### src/rtl/mips_multicycle_ctrl_pkg.sv
// ============================================================================
// mips_mc_pkg : state encodings, opcode/funct and ALU-op constants
// Rev 1.0
// ============================================================================
`default_nettype none

package mips_mc_pkg;

  typedef enum logic [3:0] {
    ST_FETCH    = 4'd0,
    ST_DECODE   = 4'd1,
    ST_MEMADR   = 4'd2,
    ST_MEMRD    = 4'd3,
    ST_MEMWB    = 4'd4,
    ST_MEMWR    = 4'd5,
    ST_EXECUTE  = 4'd6,
    ST_ALUWB    = 4'd7,
    ST_BRANCH   = 4'd8,
    ST_ADDIEXEC = 4'd9,
    ST_ADDIWB   = 4'd10,
    ST_JUMP     = 4'd11,
    ST_BNE      = 4'd12
  } state_t;

  localparam logic [5:0] OP_RTYPE = 6'b000000;
  localparam logic [5:0] OP_LW    = 6'b100011;
  localparam logic [5:0] OP_SW    = 6'b101011;
  localparam logic [5:0] OP_BEQ   = 6'b000100;
  localparam logic [5:0] OP_BNE   = 6'b000101;
  localparam logic [5:0] OP_ADDI  = 6'b001000;
  localparam logic [5:0] OP_J     = 6'b000010;

  localparam logic [5:0] FN_ADD = 6'b100000;
  localparam logic [5:0] FN_SUB = 6'b100010;
  localparam logic [5:0] FN_AND = 6'b100100;
  localparam logic [5:0] FN_OR  = 6'b100101;
  localparam logic [5:0] FN_SLT = 6'b101010;

  localparam logic [1:0] ALUOP_ADD   = 2'b00;
  localparam logic [1:0] ALUOP_SUB   = 2'b01;
  localparam logic [1:0] ALUOP_FUNCT = 2'b10;

  localparam logic [2:0] ALUC_ADD = 3'b010;
  localparam logic [2:0] ALUC_SUB = 3'b110;
  localparam logic [2:0] ALUC_AND = 3'b000;
  localparam logic [2:0] ALUC_OR  = 3'b001;
  localparam logic [2:0] ALUC_SLT = 3'b111;

endpackage

`default_nettype wire

### src/rtl/mips_multicycle_ctrl_if.sv
// ============================================================================
// mips_multicycle_ctrl_if : controller <-> datapath signal bundle
// Rev 1.0
// ============================================================================
`default_nettype none

interface mips_multicycle_ctrl_if #(
  parameter int ALUCTRL_W = 3
);
  logic [5:0]           op;
  logic [5:0]           funct;
  logic                 zero;
  logic                 mem_ready;
  logic                 pcen;
  logic                 irwrite;
  logic                 regwrite;
  logic                 memwrite;
  logic                 iord;
  logic                 alusrca;
  logic                 regdst;
  logic                 memtoreg;
  logic [1:0]           alusrcb;
  logic [1:0]           pcsrc;
  logic [ALUCTRL_W-1:0] alucontrol;
  logic                 illegal_op;
  logic                 mem_timeout;
  logic [3:0]           state_dbg;

  modport master (
    input  op, funct, zero, mem_ready,
    output pcen, irwrite, regwrite, memwrite, iord, alusrca, regdst, memtoreg,
           alusrcb, pcsrc, alucontrol, illegal_op, mem_timeout, state_dbg
  );

  modport slave (
    output op, funct, zero, mem_ready,
    input  pcen, irwrite, regwrite, memwrite, iord, alusrca, regdst, memtoreg,
           alusrcb, pcsrc, alucontrol, illegal_op, mem_timeout, state_dbg
  );
endinterface

`default_nettype wire

### src/rtl/mips_multicycle_ctrl_aludec.sv
// ============================================================================
// mc_aludec : combinational ALU decoder (aluop, funct -> alucontrol)
// Rev 1.0
// ============================================================================
`default_nettype none

import mips_mc_pkg::*;

module mc_aludec (
  input  logic [1:0] aluop,
  input  logic [5:0] funct,
  output logic [2:0] alucontrol
);

  always_comb begin
    alucontrol = ALUC_ADD;
    case (aluop)
      ALUOP_SUB:   alucontrol = ALUC_SUB;
      ALUOP_FUNCT: begin
        case (funct)
          FN_SUB:  alucontrol = ALUC_SUB;
          FN_AND:  alucontrol = ALUC_AND;
          FN_OR:   alucontrol = ALUC_OR;
          FN_SLT:  alucontrol = ALUC_SLT;
          default: alucontrol = ALUC_ADD;
        endcase
      end
      default:     alucontrol = ALUC_ADD;
    endcase
  end

endmodule

`default_nettype wire

### src/rtl/mips_multicycle_ctrl.sv
// ============================================================================
// mips_multicycle_ctrl : multicycle MIPS control FSM with mem-ready stall
// timeout and illegal-opcode detection. Optional BNE support: MC_BNE_EN.
// Rev 1.0
// ============================================================================
`default_nettype none

import mips_mc_pkg::*;

module mips_multicycle_ctrl #(
  parameter int ALUCTRL_W = 3,
  parameter int STALL_MAX = 15
) (
  input  logic                  clk,
  input  logic                  reset,
  mips_multicycle_ctrl_if.master bus
);

  localparam logic [7:0] STALL_LAST = 8'(STALL_MAX - 1);

  state_t     state_q, state_d;
  logic [7:0] stall_cnt_q, stall_cnt_d;
  logic       illegal_q, illegal_d;

  logic       waiting, timeout;
  logic       pcwrite, branch, branch_cond;
  logic       irwrite, regwrite, memwrite, iord, alusrca, regdst, memtoreg;
  logic [1:0] alusrcb, pcsrc, aluop;
  logic [2:0] aluc3;

  assign waiting = (state_q inside {ST_FETCH, ST_MEMRD, ST_MEMWR}) && !bus.mem_ready;
  assign timeout = waiting && (stall_cnt_q == STALL_LAST);

  always_ff @(posedge clk or negedge reset) begin
    if (!reset) begin
      state_q     <= ST_FETCH;
      stall_cnt_q <= 8'd0;
      illegal_q   <= 1'b0;
    end else begin
      state_q     <= state_d;
      stall_cnt_q <= stall_cnt_d;
      illegal_q   <= illegal_d;
    end
  end

  always_comb begin
    state_d   = state_q;
    illegal_d = 1'b0;
    case (state_q)
      // The FETCH cycle that reports an illegal opcode issues no fetch, so hold here.
      ST_FETCH:    if (!timeout && !illegal_q && bus.mem_ready) state_d = ST_DECODE;
      ST_DECODE: begin
        case (bus.op)
          OP_LW, OP_SW: state_d = ST_MEMADR;
          OP_RTYPE:     state_d = ST_EXECUTE;
          OP_BEQ:       state_d = ST_BRANCH;
          OP_ADDI:      state_d = ST_ADDIEXEC;
          OP_J:         state_d = ST_JUMP;
`ifdef MC_BNE_EN
          OP_BNE:       state_d = ST_BNE;
`endif
          default: begin
            state_d   = ST_FETCH;
            illegal_d = 1'b1;
          end
        endcase
      end
      ST_MEMADR: begin
        if (bus.op == OP_LW)      state_d = ST_MEMRD;
        else if (bus.op == OP_SW) state_d = ST_MEMWR;
        else                      state_d = ST_FETCH;
      end
      ST_MEMRD: begin
        if (timeout)            state_d = ST_FETCH;
        else if (bus.mem_ready) state_d = ST_MEMWB;
      end
      ST_MEMWR:    if (timeout || bus.mem_ready) state_d = ST_FETCH;
      ST_EXECUTE:  state_d = ST_ALUWB;
      ST_ADDIEXEC: state_d = ST_ADDIWB;
      default:     state_d = ST_FETCH;
    endcase

    stall_cnt_d = (waiting && !timeout && (state_d == state_q)) ? stall_cnt_q + 8'd1 : 8'd0;
  end

  always_comb begin
    pcwrite     = 1'b0;
    branch      = 1'b0;
    branch_cond = 1'b0;
    irwrite     = 1'b0;
    regwrite    = 1'b0;
    memwrite    = 1'b0;
    iord        = 1'b0;
    alusrca     = 1'b0;
    regdst      = 1'b0;
    memtoreg    = 1'b0;
    alusrcb     = 2'b00;
    pcsrc       = 2'b00;
    aluop       = ALUOP_ADD;
    case (state_q)
      ST_FETCH: begin
        alusrcb = 2'b01;
        irwrite = bus.mem_ready && !illegal_q;
        pcwrite = bus.mem_ready && !illegal_q;
      end
      ST_DECODE:   alusrcb = 2'b11;
      ST_MEMADR: begin
        alusrca = 1'b1;
        alusrcb = 2'b10;
      end
      ST_MEMRD:    iord = 1'b1;
      ST_MEMWB: begin
        memtoreg = 1'b1;
        regwrite = 1'b1;
      end
      ST_MEMWR: begin
        iord     = 1'b1;
        memwrite = !timeout;
      end
      ST_EXECUTE: begin
        alusrca = 1'b1;
        aluop   = ALUOP_FUNCT;
      end
      ST_ALUWB: begin
        regdst   = 1'b1;
        regwrite = 1'b1;
      end
      ST_BRANCH, ST_BNE: begin
        alusrca     = 1'b1;
        aluop       = ALUOP_SUB;
        branch      = 1'b1;
        pcsrc       = 2'b01;
        branch_cond = (state_q == ST_BNE) ? !bus.zero : bus.zero;
      end
      ST_ADDIEXEC: begin
        alusrca = 1'b1;
        alusrcb = 2'b10;
      end
      ST_ADDIWB:   regwrite = 1'b1;
      ST_JUMP: begin
        pcsrc   = 2'b10;
        pcwrite = 1'b1;
      end
      default: ;
    endcase
  end

  mc_aludec u_aludec (
    .aluop      (aluop),
    .funct      (bus.funct),
    .alucontrol (aluc3)
  );

  always_comb begin
    bus.alucontrol      = '0;
    bus.alucontrol[2:0] = aluc3;
  end

  // Gating by the raw reset input makes enables drop without waiting for a clock.
  assign bus.pcen        = reset & (pcwrite | (branch & branch_cond));
  assign bus.irwrite     = reset & irwrite;
  assign bus.regwrite    = reset & regwrite;
  assign bus.memwrite    = reset & memwrite;
  assign bus.iord        = reset & iord;
  assign bus.alusrca     = reset & alusrca;
  assign bus.regdst      = reset & regdst;
  assign bus.memtoreg    = reset & memtoreg;
  assign bus.alusrcb     = reset ? alusrcb : 2'b00;
  assign bus.pcsrc       = reset ? pcsrc : 2'b00;
  assign bus.illegal_op  = reset & illegal_q;
  assign bus.mem_timeout = reset & timeout;
  assign bus.state_dbg   = state_q;

endmodule

`default_nettype wire

### src/flat_wrapper.sv
// flat-port wrapper written by rule: the top's interface ports become plain ports
module mips_multicycle_ctrl_flat 
#(
  parameter int ALUCTRL_W = 3,
  parameter int STALL_MAX = 15
)
  (clk, reset, bus_op, bus_funct, bus_zero, bus_mem_ready, bus_pcen, bus_irwrite, bus_regwrite, bus_memwrite, bus_iord, bus_alusrca, bus_regdst, bus_memtoreg, bus_alusrcb, bus_pcsrc, bus_alucontrol, bus_illegal_op, bus_mem_timeout, bus_state_dbg);
  mips_multicycle_ctrl_if #(.ALUCTRL_W(ALUCTRL_W)) bus_i ();
  input  logic clk;
  input  logic reset;
  input wire logic [$bits(bus_i.op)-1:0] bus_op;
  input wire logic [$bits(bus_i.funct)-1:0] bus_funct;
  input wire logic [$bits(bus_i.zero)-1:0] bus_zero;
  input wire logic [$bits(bus_i.mem_ready)-1:0] bus_mem_ready;
  output wire logic [$bits(bus_i.pcen)-1:0] bus_pcen;
  output wire logic [$bits(bus_i.irwrite)-1:0] bus_irwrite;
  output wire logic [$bits(bus_i.regwrite)-1:0] bus_regwrite;
  output wire logic [$bits(bus_i.memwrite)-1:0] bus_memwrite;
  output wire logic [$bits(bus_i.iord)-1:0] bus_iord;
  output wire logic [$bits(bus_i.alusrca)-1:0] bus_alusrca;
  output wire logic [$bits(bus_i.regdst)-1:0] bus_regdst;
  output wire logic [$bits(bus_i.memtoreg)-1:0] bus_memtoreg;
  output wire logic [$bits(bus_i.alusrcb)-1:0] bus_alusrcb;
  output wire logic [$bits(bus_i.pcsrc)-1:0] bus_pcsrc;
  output wire logic [$bits(bus_i.alucontrol)-1:0] bus_alucontrol;
  output wire logic [$bits(bus_i.illegal_op)-1:0] bus_illegal_op;
  output wire logic [$bits(bus_i.mem_timeout)-1:0] bus_mem_timeout;
  output wire logic [$bits(bus_i.state_dbg)-1:0] bus_state_dbg;
  assign bus_i.op = bus_op;
  assign bus_i.funct = bus_funct;
  assign bus_i.zero = bus_zero;
  assign bus_i.mem_ready = bus_mem_ready;
  assign bus_pcen = bus_i.pcen;
  assign bus_irwrite = bus_i.irwrite;
  assign bus_regwrite = bus_i.regwrite;
  assign bus_memwrite = bus_i.memwrite;
  assign bus_iord = bus_i.iord;
  assign bus_alusrca = bus_i.alusrca;
  assign bus_regdst = bus_i.regdst;
  assign bus_memtoreg = bus_i.memtoreg;
  assign bus_alusrcb = bus_i.alusrcb;
  assign bus_pcsrc = bus_i.pcsrc;
  assign bus_alucontrol = bus_i.alucontrol;
  assign bus_illegal_op = bus_i.illegal_op;
  assign bus_mem_timeout = bus_i.mem_timeout;
  assign bus_state_dbg = bus_i.state_dbg;
  mips_multicycle_ctrl #(.ALUCTRL_W(ALUCTRL_W), .STALL_MAX(STALL_MAX)) u_core (.clk(clk), .reset(reset), .bus(bus_i));
endmodule
### config.mk
export PLATFORM = sky130hd
export DESIGN_NAME = mips_multicycle_ctrl_flat
export DESIGN_NICKNAME = d
export VERILOG_FILES = /design/src/rtl/mips_multicycle_ctrl_pkg.sv /design/src/rtl/mips_multicycle_ctrl_if.sv /design/src/rtl/mips_multicycle_ctrl_aludec.sv /design/src/rtl/mips_multicycle_ctrl.sv /design/src/flat_wrapper.sv
export SDC_FILE = /design/constraint.sdc
export NUM_CORES = 1
export LEC_CHECK = 0
export BUFFER_PORTS_ARGS = -buffer_cell sky130_fd_sc_hd__clkbuf_2
export CORE_MARGIN = 10
export CORE_UTILIZATION = 46
export CTS_CLUSTER_SIZE = 16
export DETAILED_ROUTE_END_ITERATION = 7
export GPL_TIMING_DRIVEN = 0
export PLACE_DENSITY = 0.76
export SLEW_MARGIN = 20
export SYNTH_ARGS = -nofsm -noshare
export SYNTH_HDL_FRONTEND = slang
export SYNTH_SLANG_ARGS = --single-unit
### constraint.sdc
create_clock -name clk -period 1.7 [get_ports clk]
set_clock_uncertainty 0.15 [all_clocks]
set_input_delay 0.17 -clock clk [delete_from_list [all_inputs] [get_ports clk]]
set_output_delay 0.17 -clock clk [all_outputs]
set_load 0.1 [all_outputs]
==> results of run 1 <==
==> cell usage after synthesis (all sizes together) <==
library cell	instances	area share
nor2	22	0.071
dfrtp	13	0.28
nand2	9	0.029
inv	8	0.026
nor3	8	0.044
xor2	7	0.059
and2	6	0.032
buf	5	0.029
o21ai	5	0.021
ha	4	0.043
nand2b	4	0.021
nand3	4	0.017
xnor2	4	0.030
and3	3	0.016
nor2b	3	0.016
nor4	3	0.029
o22ai	3	0.016
or2	3	0.016
a21oi	2	0.0086
nand3b	2	0.024
nand4	2	0.011
nor4b	2	0.020
o211ai	2	0.013
or3	2	0.011
a2111oi	1	0.0075
a211oi	1	0.0064
a221oi	1	0.0075
a22oi	1	0.011
a2bb2oi	1	0.013
a32o	1	0.0086
a32oi	1	0.0075
clkbuf	1	0.0032
mux2i	1	0.0086
nand4b	1	0.013
o221ai	1	0.013
or2b	1	0.0097
or4	1	0.0097
==> stage by stage <==
stage,cell area (µm²),cells
after CTS,2345,238
after detailed placement,1593,204
after global placement,1593,204
after floorplan,1380,139
==> cells by family after synthesis <==
| group | count (synthesis) | share of synthesized area |
|---|---|---|
| AND/OR/NAND/NOR | 76 | 0.3895 |
| AO/OA/AOI/OAI | 20 | 0.1330 |
| buffers and inverters | 14 | 0.05794 |
| flip-flops | 13 | 0.2790 |
| XOR/XNOR | 11 | 0.08906 |
| adder cells (fa/ha/maj) | 4 | 0.04292 |
| multiplexers | 1 | 0.008584 |
==> what timing repair did <==
item / 4_1_cts
hold buffers: 1
hold endpoints to repair: 13
setup buffers: 29
endpoints found under the setup margin: 18
pin swaps: 19
gates resized for setup: 90
==> impl_metrics.json, run 1 <==
{
  "cts_made_buffers": 3,
  "synth_area_mm2": 0.001166,
  "ys_ff_latch": 13,
  "rows": 18,
  "syn_inst": 139,
  "endpoint_type": "primary output",
  "dp_hpwl_mm": 2.711,
  "firstError": "[ERROR DPL-0038] Utilization greater than 100%, impossible to legalize",
  "io_pins": 37,
  "grt_max_degree": 14,
  "root_buffer": "clkbuf_4",
  "synth.distinct_cells": 46,
  "htree_num_levels": 1,
  "status": "aborted with a tool error",
  "yosys_warnings": 0,
  "clock-sinks": 13,
  "portBuffers": 35,
  "haltStage": "global routing",
  "die_y_um": 70.35,
  "fp.dieW_um": 70.35,
  "dp_slack_ns": -0.6977,
  "yosysSeqAreaShare": 0.2790,
  "avgSynthCellArea_um2": 8.389,
  "cts_max_path_buffers": 2,
  "place_congestion": 0.9024,
  "initial_core_util": 0.4750,
  "crit_endpoint": "bus_alucontrol[2]",
  "synth_nets": 159
}
==> run 2: changes to the inputs <==
Settings changed: CORE_AREA from default to 10 10 71 73, CORE_MARGIN 10 to default, CORE_UTILIZATION 46 to default, CTS_CLUSTER_SIZE 16 to default, DIE_AREA from default to 0 0 81 83, PLACE_DENSITY 0.76 to default, PLACE_DENSITY_LB_ADDON from default to 0.15.
Clock period 1.7 ns to 2.2 ns, I/O delays scaled along.
==> run 2 against run 1 <==
  * The flow now finishes, with violations (negative setup slack)
  * Synthesized area stayed put
  * Synthesized cell count unchanged
==> impl_metrics.json, run 2 <==
{
  "mostFrequentLayoutCell": "clkbuf_2",
  "portBuffers": 35,
  "hold_class": "primary input to flip-flop",
  "cts_made_buffers": 3,
  "synth_commonest_cells": "nor2_1, dfrtp_1, nand2_1, inv_1, nor3_1",
  "slew_violations": 0,
  "wl_per_cell_um": 14.68,
  "grt_pass1_vias": 1254,
  "violations": "negative setup slack",
  "cp-start-kind": "flip-flop",
  "grt_util_all_layers": 0.1036,
  "die_y_um": 83,
  "hold_violations": 0,
  "final.setup.worst_slack_ns": -0.1653,
  "cts_tree": "done",
  "ff_latch_area_um2": 340.3,
  "power.leakage_nw": 0.7851,
  "worstPathRequired_ns": 1.83,
  "syn_to_final_growth_pct": 66.42,
  "fin_cells": 237,
  "rr_worst_depth": 6,
  "antenna_found_initial": 0,
  "fin_crit_sh": 1.075,
  "synthFlopType": "dfrtp_1",
  "fin_util": 0.5341,
  "whs_path_depth": 3,
  "clock-sinks": 13,
  "cts_max_path_buffers": 2,
  "fmax_ghz": 0.4228,
  "status": "finished with violations",
  "grt_overflow": 0,
  "synth_top_cell_area_share": 0.2790,
  "avgSynthCellArea_um2": 8.389,
  "slew_headroom": 0.6249,
  "drc": 0,
  "synth.distinct_cells": 46,
  "path_delay_family": "simple AND/OR/NAND/NOR gates",
  "grt_pass1_wl_mm": 5.878,
  "setup_violations": 5,
  "avgViaCountPerCell": 5.055,
  "largest_reg_flops": 8,
  "routed_wl_mm": 3.479,
  "fillers": 338,
  "fp.dieW_um": 81,
  "nets": 210,
  "first_pass_iters": 4,
  "initial_core_util": 0.3209,
  "worst_slew_pin_slew_ns": 0.5607,
  "yosysSeqAreaShare": 0.2790,
  "cts.clk_slew.worst_paths_ns": 0.05,
  "max_stage_delay_ns": 0.48,
  "place_area_mm2": 0.001558,
  "ant_nets": 0,
  "end_kind": "output port",
  "grt_max_degree": 14,
  "holdWs_ns": 0.1444,
  "rsz0062_at_grt": "yes",
  "drv_cap": 0,
  "crit_slowest_cell": "dfrtp_4",
  "root_buffer": "clkbuf_8",
  "crit_type": "flip-flop to output port",
  "syn_inst": 139,
  "final_cell_mix": "clkbuf_2, nor2_1, buf_4",
  "dp_hpwl_mm": 2.674,
  "worstPathCellList": "buf_6 > nand2b_4 > nor2_4 > ha_4 > inv_2 > nor4_4 > a32o_2 > clkbuf_16",
  "ys_async_sr_fraction": 1.000,
  "worstSkewPairLatency_ns": 0.24,
  "multi_input_comb_area_um2": 964.7,
  "worstPathArrival_ns": 2.00,
  "cp.depth": 8,
  "htree_num_levels": 1,
  "ys_ff_latch": 13,
  "final_layout_size_suffix_gt1_frac": 0.5397,
  "ir_drop_uv": 240.9,
  "die-area_mm2": 0.006723,
  "io_pins": 37,
  "cellPowerDensity_mw_per_mm2": 517.5,
  "top_register": "u_core.stall_cnt_q",
  "vias": 1198,
  "place_congestion": 0.8400,
  "yosysMostFrequentCell": "nor2_1",
  "yosys-top-cells-area": "dfrtp_1, nor2_1, xor2_1",
  "synth_nets": 159,
  "diodes": 0,
  "worstPathMaxFanout": 4,
  "fin_crit_ns": 2.365,
  "fin_tns_setup_ns": -0.4703,
  "yosys_warnings": 0,
  "yosys.area.top_type": "dfrtp_1",
  "critPathBufInv": 3,
  "drt_iter0_drc": 127,
  "final_cell_area_mm2": 0.001941,
  "synth_edf_count": 0,
  "place_inst": 222,
  "synth_area_mm2": 0.001166,
  "rows": 22,
  "coreArea_mm2": 0.003633
}
[run 2: cell counts after synthesis]
No cell type changed its count.
[run 2: where the power goes]
group / switching [mW] / total (mW) / internal, mW / leakage, nW
Sequential: 0.0235 / 0.286 / 0.263 / 0.170
Clock: 0.0785 / 0.206 / 0.127 / 0.0228
Combinational: 0.327 / 0.512 / 0.185 / 0.592
[run 2: final cells by class]
cell class,count,area share
Buffer,6,0.03868
Clock buffer,4,0.02321
Inverter,8,0.01676
Multi-Input combinational cell,112,0.4971
Sequential cell,13,0.1754
Tap cell,48,0.03095
Timing Repair Buffer,46,0.2179
[run 2: through the flow]
step                power, mW  setup slack [ns]
CTS                    0.9773           -0.2224
global placement       0.7034           -0.2566
floorplan              0.6213           -0.2786
finish                  1.004           -0.1653
detailed placement     0.7070           -0.3045
global route            1.052           -0.2699
[run 2: repair_timing]
| action | 4_1_cts | 5_1_grt |
|---|---|---|
| hold buffers | 1 | 0 |
| resized for setup | 37 | 25 |
| setup buffers | 7 | 3 |
| setup endpoints to repair | 11 | 14 |
| hold endpoints to repair | 13 | 0 |
| pin swaps | 10 | 9 |
[run 2: routing by layer]
layer / GRT usage / vias up / share of wire
li1: - / 588 / -
met1: 0.1295 / 555 / 0.44
met2: 0.1599 / 45 / 0.47
met3: 0.03233 / 10 / 0.069
met4: 0.03912 / 0 / 0.024
met5: 0 / - / 0
[run 2: worst register-to-register path, stage by stage, from the launching register on]
cell	delay, ns
dfrtp_4	0.48
buf_6	0.14
buf_4	0.14
or2b_4	0.27
inv_1	0.07
a221oi_1	0.37
o211ai_1	0.16
[run 2: path summary, 6_finish.rpt]
kind	slack, ns	end	from
worst max-delay path	-0.17	bus_alucontrol[0]	u_core.bus.state_dbg[0]
worst min-delay path	0.14	u_core.bus.state_dbg[2]	bus_op[3]
worst max register to register	0.28	u_core.bus.state_dbg[1]	u_core.bus.state_dbg[0]
worst min register to register	0.36	u_core.stall_cnt_q[0]	u_core.stall_cnt_q[0]
max in group asynchronous	1.05	u_core.bus.state_dbg[2]	reset
min in group asynchronous	0.43	u_core.stall_cnt_q[4]	reset
[run 2: cell families (layout without fill, tap and decap cells)]
group                      after synthesis  after routing  synth area share
buffers and inverters                   14             64           0.05794
AOI/OAI and AO/OA                       20             20            0.1330
adders and majority gates                4              4           0.04292
muxes                                    1              1          0.008584
DFF                                     13             13            0.2790
and+or+nand+nor                         76             76            0.3895
xor gates and xnor gates                11             11           0.08906
Power figures use the tool's default switching activity.
